## config.mk

```make
export PLATFORM = sky130hd
export DESIGN_NAME = trdb_branch_map_mp
export DESIGN_NICKNAME = d
export VERILOG_FILES = /design/src/rtl/trdb_branch_map_mp.sv
export SDC_FILE = /design/constraint.sdc
export NUM_CORES = 1
export LEC_CHECK = 0
export ABC_AREA = 1
export CAP_MARGIN = 0
export CORE_MARGIN = 2
export CORE_UTILIZATION = 70
export CTS_CLUSTER_DIAMETER = 30
export DETAILED_ROUTE_END_ITERATION = 12
export DONT_BUFFER_PORTS = 1
export PLACE_DENSITY = 0.88
export SYNTH_ARGS = -nofsm -noshare
export SYNTH_HDL_FRONTEND = slang
export SYNTH_SLANG_ARGS = --single-unit
```

## constraint.sdc

```tcl
create_clock -name clk_i -period 10.2 [get_ports clk_i]
set_input_delay 1.53 -clock clk_i [delete_from_list [all_inputs] [get_ports clk_i]]
set_output_delay 1.53 -clock clk_i [all_outputs]
set_load 0.01 [all_outputs]
```

## src/rtl/trdb_branch_map_mp.sv

```systemverilog
// trdb_branch_map_mp
//   Packs up to BR_PER_CYCLE retired conditional branches per cycle into a
//   MAP_LEN-bit branch history (bit = 1 means NOT taken). In prediction mode,
//   correctly predicted branches that arrive while the map is still empty are
//   folded into a saturating counter instead of being stored.
//
// Ports
//   clk_i                      clock
//   rst_i                      synchronous active-high reset
//   valid_i                    per-lane branch retired, lane 0 oldest
//   branch_taken_i             per-lane outcome, 1 = taken
//   branch_taken_prediction_i  per-lane predicted outcome, 1 = taken
//   pred_mode_i                enable prediction counting
//   flush_i                    clear map/count/pbc, load this cycle's lanes
//   ready_o                    room for a full lane group
//   map_o                      branch history
//   branches_o                 number of valid bits in map_o
//   pbc_o                      correctly-predicted branch count
//   is_full_o                  branches_o == MAP_LEN
//   is_empty_o                 no branches stored and pbc_o == 0
module trdb_branch_map_mp #(
   parameter  int MAP_LEN      = 31,
   parameter  int BR_PER_CYCLE = 2,
   parameter  int PBC_W        = 16,
   localparam int CNT_W        = $clog2(MAP_LEN + 1)
) (
   input  logic                    clk_i,
   input  logic                    rst_i,
   input  logic [BR_PER_CYCLE-1:0] valid_i,
   input  logic [BR_PER_CYCLE-1:0] branch_taken_i,
   input  logic [BR_PER_CYCLE-1:0] branch_taken_prediction_i,
   input  logic                    pred_mode_i,
   input  logic                    flush_i,
   output logic                    ready_o,
   output logic [MAP_LEN-1:0]      map_o,
   output logic [CNT_W-1:0]        branches_o,
   output logic [PBC_W-1:0]        pbc_o,
   output logic                    is_full_o,
   output logic                    is_empty_o
);

   localparam logic [CNT_W-1:0] READY_LIM = CNT_W'(MAP_LEN - BR_PER_CYCLE);
   localparam logic [CNT_W-1:0] FULL_CNT  = CNT_W'(MAP_LEN);
   localparam logic [PBC_W-1:0] PBC_MAX   = '1;

   logic [MAP_LEN-1:0] map_q, map_d;
   logic [CNT_W-1:0]   cnt_q, cnt_d;
   logic [PBC_W-1:0]   pbc_q, pbc_d;
   logic               ready;
   logic               accept;
   logic               written;

   assign ready  = (cnt_q <= READY_LIM);
   assign accept = ready | flush_i;

   always_comb begin
      map_d   = map_q;
      cnt_d   = cnt_q;
      pbc_d   = pbc_q;
      written = 1'b0;
      if (accept) begin
         if (flush_i) begin
            map_d = '0;
            cnt_d = '0;
            pbc_d = '0;
         end
         // Counting only applies while nothing has been stored yet; the first
         // stored branch ends the predicted run for good.
         written = (cnt_d != '0);
         for (int i = 0; i < BR_PER_CYCLE; i++) begin
            if (valid_i[i]) begin
               if (pred_mode_i && !written &&
                   (branch_taken_i[i] == branch_taken_prediction_i[i]) &&
                   (pbc_d != PBC_MAX)) begin
                  pbc_d = pbc_d + PBC_W'(1);
               end else begin
                  // Bits at and above cnt_d are zero, so OR-ing places the bit.
                  map_d   = map_d | (MAP_LEN'(!branch_taken_i[i]) << cnt_d);
                  cnt_d   = cnt_d + CNT_W'(1);
                  written = 1'b1;
               end
            end
         end
      end
   end

   always_ff @(posedge clk_i) begin
      if (rst_i) begin
         map_q <= '0;
         cnt_q <= '0;
         pbc_q <= '0;
      end else begin
         map_q <= map_d;
         cnt_q <= cnt_d;
         pbc_q <= pbc_d;
      end
   end

   assign ready_o    = ready;
   assign map_o      = map_q;
   assign branches_o = cnt_q;
   assign pbc_o      = pbc_q;
   assign is_full_o  = (cnt_q == FULL_CNT);
   assign is_empty_o = (cnt_q == '0) && (pbc_q == '0);

   // Upstream must stall while the map cannot take a full lane group;
   // lanes offered then are dropped.
   stall_chk : assert property (@(posedge clk_i) disable iff (rst_i)
                                (valid_i != '0) |-> accept)
      else $warning("branch lanes offered while not ready; lanes dropped");

endmodule

```

==> run_results.csv <==
group,metric,value,unit
finish,syn2layout_area_growth,2.18,%
synthesis,synth_edf_count,0,
pwr,vdd_drop_max,0.0804,mV
routing,remaining_drc_errors,0,
setup_path,timing.setup.critical_path_class,"in2reg",
synthesis,synth_cells,727,
routing,totalWireLength,13600,um
setup_path,r2r_setup_slack,6.64,ns
clocking,tritoncts_clock_tree,"done",
setup_path,critPathMaxFanout,19,
place,dp.final_hpwl,10300,um
synthesis,synth_area_leader_cell,"sky130_fd_sc_hd__dfxtp_1",
synthesis,post_synth_and_or_nand_nor_area_fraction,48.6,%
timing,worstMarginPinSlew,1.11,ns
timing,finalCritPeriodShare,41.6,%
timing,min_period,4.24,ns
synthesis,synth_seq_area_share,23.6,%
synthesis,post_synth_num_cell_types,50,
setup_path,cp-startpoint,"flush_i",
grt,global_route.usage.total,39.8,%
synthesis,syn-cell-area,0.00442,mm^2
routing,dr.pass1.iters,5,
timing,timing.clock.skew,0.00554,ns
finish,mostFrequentLayoutCells,"sky130_fd_sc_hd__nand2_1 (211), sky130_fd_sc_hd__nor2_1 (104), sky130_fd_sc_hd__inv_1 (97)",
synthesis,synth-async-reset-ratio,0,%
clocking,cts_sinks,52,
setup_path,worst_setup_path_start_kind,"input port",
finish,antenna_cells_inserted,0,
synthesis,mux_share_of_post_synthesis_cell_area,0,%
clocking,insertion_delay,0.32,ns
routing,antenna_left,0,
place,numPortBuffers,0,
timing,setup_total_negative_slack,0,ns
synthesis,synth.avg_cell_area,6.08,um^2
die,initial_utilization,73.3,%
pwr,total_power,0.447,mW
clocking,cts_made_buffers,5,
pwr,leakagePower,2.06,nW
synthesis,synth.top_cell.area_share,23.6,%
synthesis,post_synth_main_area_contributors,"sky130_fd_sc_hd__dfxtp_1 (24%), sky130_fd_sc_hd__nand2_1 (18%), sky130_fd_sc_hd__nor2_1 (8.8%), sky130_fd_sc_hd__inv_1 (8.2%), sky130_fd_sc_hd__nand3_1 (4.8%)",
clocking,cts.repair.resized,0,
die,floorplan.die_area,0.00696,mm^2
synthesis,synth_compound_gate_area_share,12.0,%
timing,hold_viol_final,0,
die,pin_count,65,
finish,layout-drive-gt1-share,9.82,%
synthesis,post_synthesis_register_bit_count,52,
routing,routed_wire_length_per_instance,17.3,um
place,place_area,0.00439,mm^2
routing,drt_via_density,6.25,
clocking,cts_buffer_depth,2,
timing,rsz0062_at_grt,"no",
setup_path,rr_startpoint,"pbc_o[0]$_SDFFE_PP0P_",
die,die_height,83.5,um
finish,layout.cells.most_common,"sky130_fd_sc_hd__nand2_1",
synthesis,yosys.area_share.xor_xnor,2.89,%
timing,slew_headroom,25.4,%
grt,number_of_global_route_vias_before_repair,4792,
clocking,cts_hold_repair.buffers,0,
synthesis,dominant_combinational_cell_family_by_area_after_synthesis,"simple AND/OR/NAND/NOR gates",
timing,drv_slew,0,
timing,max_freq,236,MHz
die,core-area,0.00603,mm^2
worst_hold_path,min_path_type,"reg2reg",
clocking,clkSlewWorstSetupHoldPaths,0.10,ns
run_status,outcome,"finished, final reports clean",
run,cap_viol_max_count,0,
clocking,post_cts_buffers,0,
timing,setup_viol,0,
grt,grt_pass1_wl,22500,um
synthesis,syn_nets,741,
place,gpl.final_weighted_congestion,1.01,
routing,drtIter0Drc,403,
clocking,cts_htree_levels,2,
setup_path,endpoint_kind,"register",
die,die_width,83.5,um
setup_path,arrival,4.51,ns
grt,antenna_found_initial,0,
grt,grt_remaining_overflow,0,
finish,post-route-cell-area,0.00452,mm^2
finish,fin_nets,726,
die,placement_rows,28,
synthesis,synth-main-ff-cell,"sky130_fd_sc_hd__dfxtp_1",
setup_path,worstPathRequired,10.47,ns
grt,pin_count_of_the_biggest_net_entering_global_routing,54,
routing,vias,4927,
clocking,cts_root_buffer,"sky130_fd_sc_hd__clkbuf_8",
synthesis,synth-warning-count,0,
synthesis,synth_fa_ha_area_share,1.13,%
worst_hold_path,min-delay-start,"branches_o[0]$_SDFFE_PP0P_",
pwr,power.density,98.9,mW/mm^2
-- critical path, stage by stage --
cell and delay, ns:
sky130_fd_sc_hd__nor2_1 0.24, sky130_fd_sc_hd__ha_1 0.29, sky130_fd_sc_hd__nand2_1 0.11, sky130_fd_sc_hd__nor2_4 0.22
sky130_fd_sc_hd__nand2_1 0.11, sky130_fd_sc_hd__nor2_1 0.12, sky130_fd_sc_hd__nand2_2 0.12, sky130_fd_sc_hd__nand3_1 0.15
sky130_fd_sc_hd__xnor2_1 0.26, sky130_fd_sc_hd__ha_1 0.29, sky130_fd_sc_hd__nand2_2 0.09, sky130_fd_sc_hd__nor2_2 0.15
sky130_fd_sc_hd__nand3_4 0.16, sky130_fd_sc_hd__nand2_8 0.13, sky130_fd_sc_hd__nand2_8 0.09, sky130_fd_sc_hd__nor2_8 0.16
sky130_fd_sc_hd__nand2_1 0.09, sky130_fd_sc_hd__nand2_1 0.08, sky130_fd_sc_hd__nand2_1 0.05, sky130_fd_sc_hd__inv_1 0.06
-- through the flow --
step	setup slack (ns)	cells	util [%]	hold WS (ns)
3_3_place_gp	5.79	780	72.9	0.496
3_5_place_dp	5.67	780	72.9	0.517
4_1_cts	5.99	788	74.9	0.532
6_report	5.96	788	74.9	0.534
2_1_floorplan	5.87	727	-	0.490
5_1_grt	5.63	788	74.9	0.589
-- kinds of logic (layout without fill, tap and decap cells) --
logic type               after synthesis  count (layout)
AND/OR/NAND/NOR                      452             452
adder cells (fa/ha/maj)                4               4
flip-flops                            52              52
buffers and inverters                127             113
XOR/XNOR                              12              12
AO/OA/AOI/OAI                         80              80
-- sequential cells by signal, summed over array words and instances, names as in the netlist --
register / flops
map_o: 31
branches_o: 5
pbc_o: 16
-- routing by layer --
metal,routed length [um],GRT usage (%)
met5,0,0
met2,6660,71.0
met4,962,26.5
met3,1230,7.81
met1,4780,42.3
-- final timing paths --
kind                                                    to  cells past startpoint
worst min register to register  branches_o[0]$_SDFFE_PP0P_                      2
worst max-delay path                map_o[25]$_SDFFE_PP0P_                     20
worst max register to register      map_o[25]$_SDFFE_PP0P_                     21
worst min-delay path            branches_o[0]$_SDFFE_PP0P_                      2
-- where the power goes --
| part | leakage, nW | internal [mW] | switching (mW) |
|---|---|---|---|
| logic | 1.58 | 0.0218 | 0.0546 |
| registers | 0.421 | 0.207 | 0.00805 |
| clock network | 0.0614 | 0.0804 | 0.0747 |
-- Yosys cell counts (9+ instances only) --
cell type	count
sky130_fd_sc_hd__nand2_1	211
sky130_fd_sc_hd__nor2_1	104
sky130_fd_sc_hd__inv_1	97
sky130_fd_sc_hd__dfxtp_1	52
sky130_fd_sc_hd__nand3_1	42
sky130_fd_sc_hd__nand4_1	22
sky130_fd_sc_hd__nor3_1	19
sky130_fd_sc_hd__a21oi_1	18
sky130_fd_sc_hd__clkbuf_1	15
sky130_fd_sc_hd__nand2_2	14
sky130_fd_sc_hd__o21ai_0	14
sky130_fd_sc_hd__a22oi_1	12
sky130_fd_sc_hd__nor2_4	10
sky130_fd_sc_hd__o21ai_1	9
-- cell type report --
type / count / area [um^2]
Clock buffer: 6 / 82.6
Clock inverter: 2 / 38.8
Fill cell: 530 / 1510
Inverter: 105 / 404
Multi-Input combinational cell: 548 / 2860
Sequential cell: 52 / 1040
Tap cell: 75 / 93.8
(Power assumes the default switching activity.)
==> RTL edit 1 (config.mk and constraints unchanged) <==
`BR_PER_CYCLE`: 2 -> 1.
--- a/src/rtl/trdb_branch_map_mp.sv
+++ b/src/rtl/trdb_branch_map_mp.sv
@@ -22,3 +22,3 @@
    parameter  int MAP_LEN      = 31,
-   parameter  int BR_PER_CYCLE = 2,
+   parameter  int BR_PER_CYCLE = 1,
    parameter  int PBC_W        = 16,
Ports: changed (resized branch_taken_i, branch_taken_prediction_i and valid_i); port bits go from 65 to 62. No check against the original RTL was run, so the function may have changed too.
==> RTL edit 1 against the original RTL <==
- wire length fell by 50%
- critical path depth fell by 17
- highest routed layer unchanged
- total power fell by 17%
- non-clock buffer count rose by 1
- first-iteration DRC count fell by 29%
- setup slack improved by 1.2 ns
- sequential cell count did not move
- final area fell by 33%
- combinational power fell by 72%
- critical endpoint is now is_empty_o
- synthesized area fell by 33%
==> RTL edit 1: results (changes against the original RTL) <==
dr.pass1.iters: 5  # unchanged
drive_above_1_share_pct: 7.35  # -2.5 points
largest_reg_flops: 31  # unchanged
synth_nets: 470  # -37%
critPathArrivalTime_ns: 1.49  # -3.02 ns
yosys_most_used_dff: "dfxtp_1"
grt_max_degree: 58  # +7.4%
drtIter0Drc: 286  # -29%
rrSetupSlack_ns: 8.08  # +1.44 ns
grt_usage_pct: 28.9  # -11 points
leakage_nw: 1.42  # -31%
grt_pass1_wl_um: 11400  # -49%
outcome: "finished clean"
gp_congestion: 0.912  # -9.8%
irDropWorstVdd_mv: 0.105  # +30%
grt_pass1_vias: 2593  # -46%
place_hpwl_um: 4870  # -53%
routed_wl_um: 6870  # -50%
slowest_delay_ns: 0.43  # +0.14 ns
num_antenna_cells: 0  # unchanged
post_cts_resize_count: 0  # unchanged
worstPathMaxFanout: 5  # -14
ys_types: 36  # -28%
clock_skew_ns: 0.00959  # +0.00405 ns
yosys-top-cells-area: "dfxtp_1 (35%), nand2_1 (20%), inv_1 (8.0%), nor2_1 (7.2%), nand3_1 (2.9%)"
via_per_inst: 5.55  # -11%
synthTopCellsByCount: "nand2_1 (156), inv_1 (63), nor2_1 (57), dfxtp_1 (52)"
clkTransAtPathRegs_ns: 0.10  # about the same
max-slew-margin-rel_pct: 44.3  # +19 points
finalNetCount: 457  # -37%
ys_seq_area_share_pct: 35.1  # +12 points
crit_slowest_cell: "dfxtp_1"
cp_top_family: "simple AND/OR/NAND/NOR gates"
==> RTL edit 1: changes by cell type after synthesis, sizes merged, moves of 12 or more <==
cell,before,now
nand2,231,162
nor2,122,62
inv,104,66
nand3,46,24
nand4,25,7
nor3,21,7
a21oi,22,10
a22oi,12,0
==> RTL edit 1: cells by family after synthesis <==
family                   Yosys count  synth area share [%]
buffers and inverters             87                  13.1
AND/OR/NAND/NOR                  271                  41.4
adder cells (fa/ha/maj)            2                 0.843
flip-flops                        52                  35.1
AO/OA/AOI/OAI                     47                  9.06
XOR/XNOR                           2                 0.590
==> RTL edit 1: final cells by class <==
| cell class | instances | area (µm²) |
|---|---|---|
| clock buffers | 5 | 68.8 |
| clock inverters | 3 | 46.3 |
| multi-input cells | 322 | 1540 |
| inverters | 66 | 255 |
| repair buffers | 1 | 7.51 |
| well taps | 50 | 62.6 |
| flip-flops and latches | 52 | 1040 |
| fillers | 335 | 1010 |
==> RTL edit 1: layer usage <==
metal	share of wire, %	vias up	global-route usage [%]
met4	2.6	0	13.3
met1	41	1235	33.5
li1	-	1401	-
met3	7.8	19	8.19
met2	49	113	49.1
met5	0	-	0
==> RTL edit 1: final timing paths <==
path / startpoint / end / cells past startpoint
worst max register to register: branches_o[1] / pbc_o[11] / 13
worst min-delay path: map_o[0] / map_o[0] / 2
worst min register to register: map_o[0] / map_o[0] / 2
worst max-delay path: branches_o[4] / is_empty_o / 3
==> RTL edit 1: worst reg2reg max path: cells and delay by family (launching register included) <==
| kind | cells | cell delay, ns |
|---|---|---|
| fa+ha+maj | 1 | 0.14 |
| simple gates | 10 | 1.31 |
| flops | 1 | 0.42 |
| buf+inv | 2 | 0.16 |
==> RTL edit 1: power breakdown <==
part	internal [mW]	switching (mW)	leakage, nW
Combinational	0.00515	0.0164	0.941
Clock	0.0739	0.0696	0.0548
Sequential	0.204	0.00225	0.419
Total	0.283	0.0883	1.42
==> RTL edit 1: through the flow <==
step                util (%)  cells  cell area, µm²  hold slack (ns)  setup WS, ns
finish                  75.0    499            3020            0.512          7.18
global route            75.0    499            3020            0.551          7.07
CTS                     75.0    499            3020            0.513          7.18
detailed placement      72.1    491            2910            0.499          6.98
global placement        72.1    491            2910            0.496          7.04
floorplan                  -    461            2970            0.488          7.26
==> RTL edit 2 (same flow settings) <==
Made on the original files. Reset style: asynchronous (`rst_i`), changed in one clocked block. Comments in the files are not updated.
--- a/src/rtl/trdb_branch_map_mp.sv
+++ b/src/rtl/trdb_branch_map_mp.sv
@@ -86,3 +86,3 @@
 
-   always_ff @(posedge clk_i) begin
+   always_ff @(posedge clk_i or posedge rst_i) begin
       if (rst_i) begin
Check against the original RTL: differs if rst_i is asserted again (counterexample within 4 cycles, from zero or initial values and one cycle with rst_i high); with rst_i held inactive, the same outputs for 4 cycles.
==> RTL edit 2 against the original RTL <==
- core utilization shrank 2.1 points
- final area shrank 4.5%
- count of clock-buffer cells in the layout is the same
- register-to-register slack lost 0.20 ns
- wire length shrank 11%
- clock skew grew 0.0028 ns
- combinational power grew 40%
- synthesized area shrank 3.5%
- total power grew 4.0%
- die area shrank 3.3%
- setup slack lost 0.59 ns
- sequential cell count is the same
- critical endpoint is now map_o[3]
==> RTL edit 2: results (changes against the original RTL) <==
wl_met3_um: 1430  # +16%
power.density_nw_per_um2: 108  # +8.9%
top_layer_used: "met4"
num_vias: 4250  # -14%
drtIter0Drc: 622  # +54%
leakage_nw: 2.15  # +4.2%
met2_usage_pct: 54.5  # -17 points
r2r_start: "branches_o[4]"
dp_cells: 687  # -12%
fin_cells: 695  # -12%
gp_congestion: 0.990  # -2.1%
met2_wirelength_um: 5200  # -22%
dr.pass1.iters: 6  # +1
met1_usage_pct: 55.2  # +13 points
place_worst_setup_slack_ns: 5.17  # -0.493 ns
async_flop_share_pct: 100  # +100 points
crit_slowest_cell: "nand2_1"
outcome: "finished clean"
drive_above_1_share_pct: 9.35  # -0.46 points
antenna_found_initial: 0  # unchanged
swShare_pct: 36.6  # +5.8 points
ys_types: 45  # -10%
post_cts_resize_count: 0  # unchanged
synth-edff-count: 0  # unchanged
grt_pass1_wl_um: 19100  # -15%
cp_top_family: "simple AND/OR/NAND/NOR gates"
routedWlPerCell_um: 17.5  # +0.93%
place_hpwl_um: 8990  # -12%
critPathArrivalTime_ns: 5.09  # +0.58 ns
grt_pass1_vias: 3772  # -21%
slowest_delay_ns: 0.61  # +0.32 ns
clock_skew_ns: 0.00832  # +0.00278 ns
fillers: 507  # -4.3%
ys_warn_count: 0  # unchanged
finalNetCount: 633  # -13%
htree_levels: 2  # unchanged
tightest_slew_ns: 1.09  # -0.0207 ns
wl_met1_um: 5350  # +12%
ys_seq_area_share_pct: 30.5  # +6.9 points
cts_root_buf: "clkbuf_8"
syn_avg_cell_area_um2: 6.72  # +11%
use_met3_pct: 8.79  # +0.98 points
combPwrFrac_pct: 23.1  # +6.0 points
worstPathMaxFanout: 47  # +28
post_dp_cell_area_um2: 4220  # -3.9%
grt_max_degree: 53  # -1.9%
synthTopCellsByCount: "nand2_1 (185), inv_1 (83), nor2_1 (82), dfrtp_1 (52), nand3_1 (34)"
min-delay-start: "map_o[25]"
synth_nets: 649  # -12%
grt_usage_pct: 37.3  # -2.5 points
power.share.sequential_pct: 50.6  # +2.4 points
irDropWorstVdd_mv: 0.0726  # -9.6%
yosys-top-cells-area: "dfrtp_1 (30%), nand2_1 (16%), inv_1 (7.3%), nor2_1 (7.2%), nand3_1 (4.0%)"
==> RTL edit 2: cell count changes after synthesis, moves of 5 or more <==
| cell | before | now |
|---|---|---|
| nor2_1 | 104 | 82 |
| dfrtp_1 | 0 | 52 |
| inv_1 | 97 | 83 |
| o211ai_1 | 1 | 6 |
| a22oi_1 | 12 | 4 |
| nand3_1 | 42 | 34 |
| a21oi_1 | 18 | 4 |
| nand2_2 | 14 | 8 |
| a32oi_1 | 6 | 16 |
| xor2_1 | 6 | 13 |
| nand2_1 | 211 | 185 |
| dfxtp_1 | 52 | 0 |
==> RTL edit 2: worst paths after layout <==
| path | end | slack (ns) | cells after the start |
|---|---|---|---|
| setup / recovery | map_o[3] | 5.37 | 17 |
| hold / removal | map_o[25] | 0.57 | 2 |
| setup reg to reg | map_o[3] | 6.44 | 16 |
| hold reg to reg | map_o[25] | 0.57 | 2 |
| max in group asynchronous | pbc_o[9] | 8.17 | 1 |
| min in group asynchronous | map_o[11] | 1.36 | 1 |
==> RTL edit 2: kinds of logic (layout without fill, tap and decap cells) <==
logic type      Yosys count  count (layout)  share of synthesized area (%)
compound gates           61              61                           10.3
xor+xnor                 17              17                           4.19
fa+ha+maj                 4               4                           1.17
buf+inv                 112              97                           11.1
flops                    52              52                           30.5
simple gates            389             389                           42.7
==> RTL edit 2: final cells by class <==
type / count / area [µm²] / share of cell area (%)
Clock buffer: 6 / 72.6 / 1.68
Timing Repair Buffer: 1 / 7.51 / 0.174
Clock inverter: 2 / 16.3 / 0.377
Multi-Input combinational cell: 471 / 2490 / 57.7
Tap cell: 75 / 93.8 / 2.18
Inverter: 88 / 330 / 7.66
Sequential cell: 52 / 1300 / 30.2
